$ cat src/rtl/scratch_read_addr_gen.sv
// Read-address generator for the IF and filter scratchpads.
// Walks every filter window across one IF row, one tap per accepted cycle,
// with a single STRIDE bubble between windows and a DONE pulse at row end.
module scratch_read_addr_gen #(
  parameter int IF_ADDR_LEN   = 4,
  parameter int FILT_ADDR_LEN = 4
) (
  input  logic                     clk,
  input  logic                     rst_n,
  input  logic                     reset_all,
  input  logic                     start_rd_gen,
  input  logic [IF_ADDR_LEN-1:0]   if_base,
  input  logic [IF_ADDR_LEN:0]     if_len,
  input  logic [FILT_ADDR_LEN:0]   filt_len,
  input  logic [IF_ADDR_LEN-1:0]   stride,
  input  logic                     rd_ready,
  output logic                     rd_valid,
  output logic [IF_ADDR_LEN-1:0]   if_addr,
  output logic [FILT_ADDR_LEN-1:0] filt_addr,
  output logic                     psum_done,
  output logic                     stride_count_flag,
  output logic                     full_done
);

  localparam int WW = IF_ADDR_LEN + 2;    // window-start counter width
  localparam int KW = FILT_ADDR_LEN + 1;  // tap counter width
  // Comparison width: wide enough that w + strd + flen never truncates.
  localparam int SW = ((IF_ADDR_LEN > FILT_ADDR_LEN) ? IF_ADDR_LEN : FILT_ADDR_LEN) + 3;

  typedef enum logic [1:0] {IDLE, READ, STRIDE, DONE} state_t;

  state_t                   state_reg, state_next;
  logic [IF_ADDR_LEN-1:0]   base_reg, base_next;
  logic [IF_ADDR_LEN:0]     len_reg, len_next;
  logic [KW-1:0]            flen_reg, flen_next;
  logic [IF_ADDR_LEN-1:0]   strd_reg, strd_next;
  logic [WW-1:0]            w_reg, w_next;
  logic [KW-1:0]            k_reg, k_next;
  logic [IF_ADDR_LEN-1:0]   if_addr_reg, if_addr_next;
  logic [FILT_ADDR_LEN-1:0] filt_addr_reg, filt_addr_next;

  logic last_tap;
  logic next_window_fits;
  logic bad_params;

  // Next-state, counter and address computation; psum_done is the only
  // combinational output.
  always_comb begin
    state_next     = state_reg;
    base_next      = base_reg;
    len_next       = len_reg;
    flen_next      = flen_reg;
    strd_next      = strd_reg;
    w_next         = w_reg;
    k_next         = k_reg;
    if_addr_next   = if_addr_reg;
    filt_addr_next = filt_addr_reg;
    psum_done      = 1'b0;

    last_tap         = (k_reg == flen_reg - KW'(1));
    next_window_fits = (SW'(w_reg) + SW'(strd_reg) + SW'(flen_reg)) <= SW'(len_reg);
    bad_params       = (filt_len == '0) || (stride == '0) || (SW'(filt_len) > SW'(if_len));

    case (state_reg)
      READ: begin
        if (rd_ready) begin
          if (last_tap) begin
            psum_done  = 1'b1;
            k_next     = '0;
            state_next = next_window_fits ? STRIDE : DONE;
          end else begin
            k_next = k_reg + KW'(1);
          end
        end
      end
      STRIDE: begin
        w_next     = w_reg + WW'(strd_reg);
        state_next = READ;
      end
      DONE: begin
        state_next = IDLE;
      end
      default: begin
      end
    endcase

    // A start pulse from any state latches a fresh row and aborts the old one.
    if (start_rd_gen) begin
      base_next  = if_base;
      len_next   = if_len;
      flen_next  = filt_len;
      strd_next  = stride;
      w_next     = '0;
      k_next     = '0;
      state_next = bad_params ? DONE : READ;
    end

    if (reset_all) begin
      state_next = IDLE;
      w_next     = '0;
      k_next     = '0;
    end

    // Addresses are registered and only move when a READ cycle follows,
    // so they hold through STRIDE, DONE and IDLE.
    if (state_next == READ) begin
      if_addr_next   = base_next + IF_ADDR_LEN'(w_next) + IF_ADDR_LEN'(k_next);
      filt_addr_next = k_next[FILT_ADDR_LEN-1:0];
    end
  end

  // State, latched row parameters, counters and address registers.
  always_ff @(posedge clk or negedge rst_n) begin
    if (!rst_n) begin
      state_reg     <= IDLE;
      base_reg      <= '0;
      len_reg       <= '0;
      flen_reg      <= '0;
      strd_reg      <= '0;
      w_reg         <= '0;
      k_reg         <= '0;
      if_addr_reg   <= '0;
      filt_addr_reg <= '0;
    end else begin
      state_reg     <= state_next;
      base_reg      <= base_next;
      len_reg       <= len_next;
      flen_reg      <= flen_next;
      strd_reg      <= strd_next;
      w_reg         <= w_next;
      k_reg         <= k_next;
      if_addr_reg   <= if_addr_next;
      filt_addr_reg <= filt_addr_next;
    end
  end

  assign rd_valid          = (state_reg == READ);
  assign stride_count_flag = (state_reg == STRIDE);
  assign full_done         = (state_reg == DONE);
  assign if_addr           = if_addr_reg;
  assign filt_addr         = filt_addr_reg;

endmodule

$ cat config.mk
export PLATFORM = sky130hd
export DESIGN_NAME = scratch_read_addr_gen
export DESIGN_NICKNAME = d
export VERILOG_FILES = /design/src/rtl/scratch_read_addr_gen.sv
export SDC_FILE = /design/constraint.sdc
export NUM_CORES = 1
export LEC_CHECK = 0
export CAP_MARGIN = 40
export CORE_AREA = 2 2 73 75
export DETAILED_ROUTE_END_ITERATION = 10
export DIE_AREA = 0 0 75 77
export PLACE_DENSITY = 0.77
export SYNTH_ARGS = -nofsm -noshare
export SYNTH_HDL_FRONTEND = slang
export SYNTH_SLANG_ARGS = --single-unit
$ cat constraint.sdc
create_clock -name clk -period 4.5 [get_ports clk]
set_input_delay 0.9 -clock clk [delete_from_list [all_inputs] [get_ports clk]]
set_output_delay 0.9 -clock clk [all_outputs]
set_load 0.03 [all_outputs]
==> results of run 1 <==
power groups by stage:
stage               sequential [mW]  combinational [mW]  clock [mW]
global route                  0.406               0.346       0.376
finish                        0.402               0.310       0.354
floorplan                     0.424               0.189           0
global placement              0.408               0.297           0
detailed placement            0.408               0.310           0
CTS                           0.402               0.313       0.363
area by class of cell:
class | count | area [µm²] | area share [%]
tap | 70 | 87.6 | 2.71
sequential | 39 | 976 | 30.2
timing repair buffer | 37 | 378 | 11.7
multi-input combinational | 172 | 1540 | 47.7
clock inverter | 3 | 67.6 | 2.09
inverter | 29 | 109 | 3.37
clock buffer | 5 | 68.8 | 2.13
layout by cell type, fill, tap and decap left out, types with 2 or more instances in the layout:
master	count
and2_1	2
dfrtp_1	39
fa_1	10
xnor2_1	9
ha_1	23
mux2_2	11
clkdlybuf4s50_1	33
clkbuf_8	5
nor2_1	6
xor2_1	4
nand3_1	10
mux2_4	5
buf_4	2
nor3_1	5
mux2i_1	2
o31ai_1	2
a21oi_1	12
o21a_1	2
o21ai_0	14
a21o_1	4
nand2_1	14
or2_2	2
nand2b_1	2
bufinv_16	2
and3_1	2
o22a_1	2
nor2b_1	4
inv_1	28
kinds of logic after synthesis:
group | count (synthesis)
adders and majority gates | 33
buffers and inverters | 35
xor gates and xnor gates | 13
AOI/OAI and AO/OA | 52
muxes | 18
and+or+nand+nor | 56
DFF | 39
stage by stage:
stage	setup WS, ns	cell area (µm²)	instances	hold WS (ns)	utilization [%]
after global placement	0.446	3060	346	0.499	61.5
after floorplan	0.677	2660	246	0.484	-
final	0.520	3230	355	0.522	64.8
after CTS	0.508	3230	355	0.524	64.8
after detailed placement	0.260	3090	347	0.495	62.1
after global routing	0.225	3230	355	0.535	64.8
layer usage:
metal	track usage, %	vias to the layer above	share of wire, %
li1	-	934	-
met1	27.8	949	44
met4	5.36	0	1.1
met3	4.47	6	4.0
met2	38.4	45	51
met5	0	-	0
path summary, 6_finish.rpt:
check                               end  slack, ns  cells past startpoint
setup / recovery             if_addr[3]       0.52                     15
hold / removal             filt_addr[3]       0.52                      1
setup reg to reg             if_addr[3]       0.52                     15
hold reg to reg            filt_addr[3]       0.52                      1
max in group asynchronous      k_reg[4]       3.50                      2
min in group asynchronous    len_reg[3]       0.54                      1
critical path: cells and delay by family (launching register included):
kind | cells | cell delay (ns)
AOI/OAI and AO/OA | 4 | 1.00
xor gates and xnor gates | 4 | 0.79
adders and majority gates | 4 | 1.38
buffers and inverters | 1 | 0.09
DFF | 1 | 0.46
and+or+nand+nor | 2 | 0.19
==> impl_summary.txt, run 1 <==
----------------------------------------------------
[Synthesis]
  Ys flop type ... dfrtp_1
  Post-synth design cell area ... between 2000 and 3000 µm²
  Yosys warning total ... 0
  Cells taking the most area after synthesis ... dfrtp_1 37%, ha_1 11%, fa_1 7.5%
  Synth Area in XOR/XNOR ... roughly 4.3%
  Number of flops mapped to enable cells by yosys ... 0
  Gate count of the mapped netlist ... around 250
  Largest family of logic cells by synthesized area ... adder cells
  Proportion of synthesized flip-flops having asynchronous set or reset ... 100%
  Number of different library cells in the post-synthesis netlist ... 54
  Net count of the mapped netlist ... a little over 300
  #FFs+latches synth ... 39
  Post-synthesis adder-cell area fraction ... a little under a fifth
  Share of Yosys cell area claimed by the top area cell type ... approximately 37%
  Post-synthesis share of cell area spent on and, or, nand and nor gates ... approximately an eighth
  Complex-gate fraction of the synthesized area ... roughly 15%
  Mean instance size in the synthesized netlist ... 10.8 µm²
  Most common library cells after synthesis ... 39 x dfrtp_1, 28 x inv_1, 23 x ha_1
  Multiplexer share of the synthesized area ... under 10%
  Cell type with the highest aggregate area in the netlist ... dfrtp_1
  Fraction of the yosys area taken by sequential cells ... 36.7%
  Most used standard cell by instance count after synthesis ... dfrtp_1

[Setup path]
  Peak fanout along the critical path ... 8
  Most used cell, CP ... xnor2_1
  Category of the most critical setup path ... reg -> reg
  Origin of the critical flop-to-flop path ... flen_reg[0]
  WP data arrival ... ~4.2 ns
  Critical Path Source ... flen_reg[0]
  Critical path capture point type ... flop
  Slowest cell on the critical path ... fa_1
  CP startpoint kind ... flop
  Critical path's largest stage delay ... slightly below 0.5 ns
  WP data required ... between 4 and 5 ns
  CP Cell Sequence ... inv_1 > ha_1 > xnor2_1 > a22oi_2 > o211ai_4 > nand3_1 > a21oi_1 > fa_1 > ha_1 > fa_1 > xnor2_1 > xnor2_1 > xor2_1 > nor3_1 > o31ai_1

[Placed design]
  Hpwl dp ... 4580 µm
  Total of buffers placed on input and output ports ... 34
  Final GP Congestion ... slightly above 0.8

[GRT]
  Vias in the first global route ... roughly 2000
  Pin count of the biggest net entering global routing ... 26
  Antenna violations before repair ... 0
  Overflow left after global routing ... 0
  Wire length of the first global-routing pass ... around 9700 µm
  GRT Util Overall ... 22.2%

[Die]
  Die footprint ... around 5800 µm²
  Starting utilization of the core area ... ~53%
  Total core area ... 4980 µm²
  Die Y ... just under 80 µm
  Floorplan row count ... 26
  Die outline width ... ~75 µm
  Count of boundary I/O pins ... 35

[Clock network]
  Max Root-Sink Buffers ... 2
  Latest clock arrival within the worst-skew pair ... around 0.30 ns
  Post-CTS repair timing setup buffer count ... 0
  CTS clk-pin slew, worst paths ... 0.08 ns
  CTS H-tree lvls ... 2
  Clk Tree Root Cell ... clkbuf_8
  Num CTS Buffers ... 5
  CTS tree ... yes
  # hold bufs at CTS ... 0
  Number of clock sinks ... 39
  Number of resized instances in the post-cts repair step ... 0

[Power]
  Highest ir drop seen on vdd ... a little under 200 µV
  Net Switching ... roughly 0.32 mW
  Proportion of power drawn by flip-flops and latches ... between 30 and 40%
  Clock network fraction of design power ... approximately 33%
  Total power ... 1.07 mW
  Internal portion of total power ... 0.744 mW
  Standby leakage power ... 1.49 nW
  Portion of total power attributed to combinational logic ... 29.1%
  Cell area power density ... ~330 nW/µm²
  Sw Ratio ... a little under a third

[Min path]
  Hold_sp ... filt_addr[3]
  Tightest Hold Check Type ... reg -> reg

[Layout]
  Nets ... 340
  Synthesis-to-finish area growth ... 21.3%
  Diodes inserted ... 0
  Filler cell count ... approximately 430
  Flip-flop count of the largest register after layout ... 6
  Fraction of layout cells with a size suffix above 1 ... approximately 14%

[Timing]
  RSZ-0062 raised after global routing ... false
  Final Critical Period ... approximately 4 ns
  Total count of max-transition violations in the final report ... 0
  Final-report hold violation count ... 0
  Period Utilization, post-route ... between 80% and 90%
  Count of endpoints failing setup in the final report ... 0
  Rel. slew slack ... 67.9%
  Maximum clock rate ... approximately 250 MHz
  Sum Neg Setup Slack ... 0 ns
  Slew at the pin with the worst max-slew slack ... 0.479 ns
  Maximum clock skew at final layout ... 0.00440 ns

[Routing]
  Routed WL per cell ... between 15 and 20 µm
  DRT antenna net count ... 0
  Total detailed-routing wirelength ... around 5800 µm
  Vias/cell ... around 5.4
  Routed vias ... 1934
  Iteration-0 DRC Markers ... between 80 and 90
  1st-pass router iterations ... 4
  Number of DRC violations after detailed routing ... 0

[Outcome]
  Status ... finished, final reports clean

[Job]
  Max-cap violations ... 0

----------------------------------------------------
Power figures use the tool's default switching activity.
==> run 2: changes to the inputs <==
- PLACE_DENSITY: 0.77 -> 0.88
- SKIP_LAST_GASP: not set -> 1
==> run 2 against run 1 <==
Effect of this change: clock-buffer cell count rose by 1; clock skew is 0.0016 ns higher; die area stayed put; final area shrank 1.0%; global-route usage up 0.40 points; first-iteration DRC count down 14%; largest power group unchanged; highest routed layer unchanged.
==> impl_summary.txt, run 2 (synthesis results as in run 1) <==
----------------------------------------------------
[GRT]
  GRT Util Overall ... 22.6% (+0.40 points)
  Pin count of the biggest net entering global routing ... 38 (+46%)
  Antenna violations before repair ... 0 (unchanged)
  Vias in the first global route ... 2157 (+6.6%)
  Wire length of the first global-routing pass ... 9860 µm (+1.6%)
  Overflow left after global routing ... 0 (unchanged)

[Power]
  Highest ir drop seen on vdd ... 190 µV (-1.9%)
  Portion of total power attributed to combinational logic ... 30.8% (+1.7 points)
  Cell area power density ... 320 nW/µm² (-3.1%)
  Total power ... 1.02 mW (-4.1%)
  Net Switching ... 0.320 mW (-0.58%)
  Proportion of power drawn by flip-flops and latches ... 39.3% (+1.6 points)
  Internal portion of total power ... 0.702 mW (-5.6%)
  Clock network fraction of design power ... 29.8% (-3.4 points)
  Standby leakage power ... 1.48 nW (-0.76%)
  Sw Ratio ... 31.3% (+1.1 points)

[Routing]
  Vias/cell ... 5.57 (+2.3%)
  Iteration-0 DRC Markers ... 71 (-14%)
  DRT antenna net count ... 0 (unchanged)
  Number of DRC violations after detailed routing ... 0 (unchanged)
  Routed WL per cell ... 16.8 µm (+2.1%)
  Routed vias ... 1973 (+2.0%)
  1st-pass router iterations ... 4 (unchanged)
  Total detailed-routing wirelength ... 5950 µm (+1.8%)

[Timing]
  Maximum clock rate ... 248 MHz (-1.3%)
  Period Utilization, post-route ... 89.6% (+1.2 points)
  RSZ-0062 raised after global routing ... false
  Slew at the pin with the worst max-slew slack ... 0.477 ns (-0.00218 ns)
  Count of endpoints failing setup in the final report ... 0 (unchanged)
  Sum Neg Setup Slack ... 0 ns (unchanged)
  Final Critical Period ... 4.03 ns (+0.0538 ns)
  Total count of max-transition violations in the final report ... 0 (unchanged)
  Maximum clock skew at final layout ... 0.00602 ns (+0.00162 ns)
  Final-report hold violation count ... 0 (unchanged)
  Rel. slew slack ... 68.1% (+0.15 points)

[Min path]
  Tightest Hold Check Type ... in -> async

[Die]
  Die Y ... 77 µm (unchanged)
  Count of boundary I/O pins ... 35 (unchanged)
  Die footprint ... 5780 µm² (unchanged)
  Total core area ... 4980 µm² (unchanged)
  Die outline width ... 75 µm (unchanged)
  Starting utilization of the core area ... 53.4% (unchanged)
  Floorplan row count ... 26 (unchanged)

[Layout]
  Diodes inserted ... 0 (unchanged)
  Flip-flop count of the largest register after layout ... 6 (unchanged)
  Most common cell after layout, fill and taps aside ... dfrtp_1
  Most frequent cells in the layout ... 39 x dfrtp_1, 33 x clkdlybuf4s50_1, 28 x inv_1
  Synthesis-to-finish area growth ... 20.0%
  Nets ... 339 (-0.29%)
  Fraction of layout cells with a size suffix above 1 ... 13.4% (-0.30 points)
  Final cell count without fillers ... 354 (-0.28%)
  Filler cell count ... 420 (-1.9%)

[Clock network]
  Number of clock sinks ... 39 (unchanged)
  Number of resized instances in the post-cts repair step ... 0 (unchanged)
  CTS tree ... yes
  Num CTS Buffers ... 5 (unchanged)
  Latest clock arrival within the worst-skew pair ... 0.29 ns (about the same)
  Post-CTS repair timing setup buffer count ... 0 (unchanged)
  Max Root-Sink Buffers ... 2 (unchanged)
  Clk Tree Root Cell ... clkbuf_8
  # hold bufs at CTS ... 0 (unchanged)
  CTS H-tree lvls ... 2 (unchanged)
  CTS clk-pin slew, worst paths ... 0.08 ns (about the same)

[Setup path]
  Category of the most critical setup path ... reg -> reg
  Critical path capture point type ... flop
  Critical R2R Capture ... filt_addr[1]
  FF-to-FF path depth ... 14 (-1)
  WP data arrival ... 4.21 ns (+0.03 ns)
  Peak fanout along the critical path ... 8 (unchanged)
  Origin of the critical flop-to-flop path ... strd_reg[1]
  Worst reg-to-reg setup slack ... 0.47 ns (-0.05 ns)
  CP startpoint kind ... flop
  WP data required ... 4.68 ns (-0.02 ns)

[Job]
  Max-cap violations ... 0 (unchanged)

[Placed design]
  Hpwl dp ... 4580 µm (about the same)
  Final GP Congestion ... 0.820 (about the same)
  Number of instances in the placed design ... 346 (-0.29%)
  Total of buffers placed on input and output ports ... 34 (unchanged)

[Outcome]
  Status ... finished, final reports clean

----------------------------------------------------
## run 2: cell types whose count changed in the layout (fill, tap and decap cells not counted), sizes merged
cell / change
clkinvlp: -1
clkinv: +1
bufinv: -1
buf: -1
clkbuf: +1
## run 2: critical path: stages (launching register included)
cell and delay, ns:
dfrtp_1 0.43, inv_1 0.11, fa_1 0.45, inv_1 0.06
ha_1 0.16, inv_1 0.06, fa_1 0.43, xnor2_1 0.16
ha_1 0.29, o21a_1 0.17, o22ai_1 0.17, a21oi_1 0.12
o41ai_4 0.50, or2_1 0.46, mux2_4 0.34
## run 2: worst max-delay path by stage
stage | depth (start not counted) | from | to
floorplan | 11 | start_rd_gen | if_addr[3]
global placement | 11 | reset_all | if_addr[3]
detailed placement | 10 | reset_all | if_addr[3]
CTS | 14 | strd_reg[1] | if_addr[2]
global route | 14 | strd_reg[1] | if_addr[2]
finish | 14 | strd_reg[1] | filt_addr[1]
## run 2: area by class of cell
cell class                      count  area [µm²]  area share [%]
Clock buffer                        6        82.6            2.59
Sequential cell                    39         976            30.6
Clock inverter                      2        35.0            1.10
Multi-Input combinational cell    172        1540            48.2
Inverter                           29         109            3.41
Timing Repair Buffer               36         363            11.4
Tap cell                           70        87.6            2.74
## run 2: metrics by stage
step                      worst slack, ns  hold WS [ns]  util [%]  instance area (µm²)
after floorplan                     0.677         0.484         -                 2660
after global placement              0.477         0.501      61.4                 3060
after detailed placement            0.316         0.498      61.8                 3080
after CTS                           0.487         0.387      64.2                 3190
after global routing                0.256         0.381      64.2                 3190
final                               0.467         0.395      64.2                 3190
## run 2: layer usage
metal  vias up  wire [µm]  track usage (%)
li1        933          -                -
met1       968       2540             29.0
met2        59       2970             36.6
met3        13        291             4.99
met4         0        146             8.39
met5         -          0                0
## run 2: power by group through the flow
stage	logic (mW)	clock network (mW)	registers (mW)
floorplan	0.189	0	0.424
global placement	0.295	0	0.408
detailed placement	0.312	0	0.409
CTS	0.316	0.312	0.403
global route	0.344	0.328	0.406
finish	0.315	0.305	0.402
==> run 3: changes to the inputs <==
- CTS_CLUSTER_DIAMETER: not set -> 40
==> results of run 3 <==
No change in the layout: final DEF, timing and power equal those of run 2.
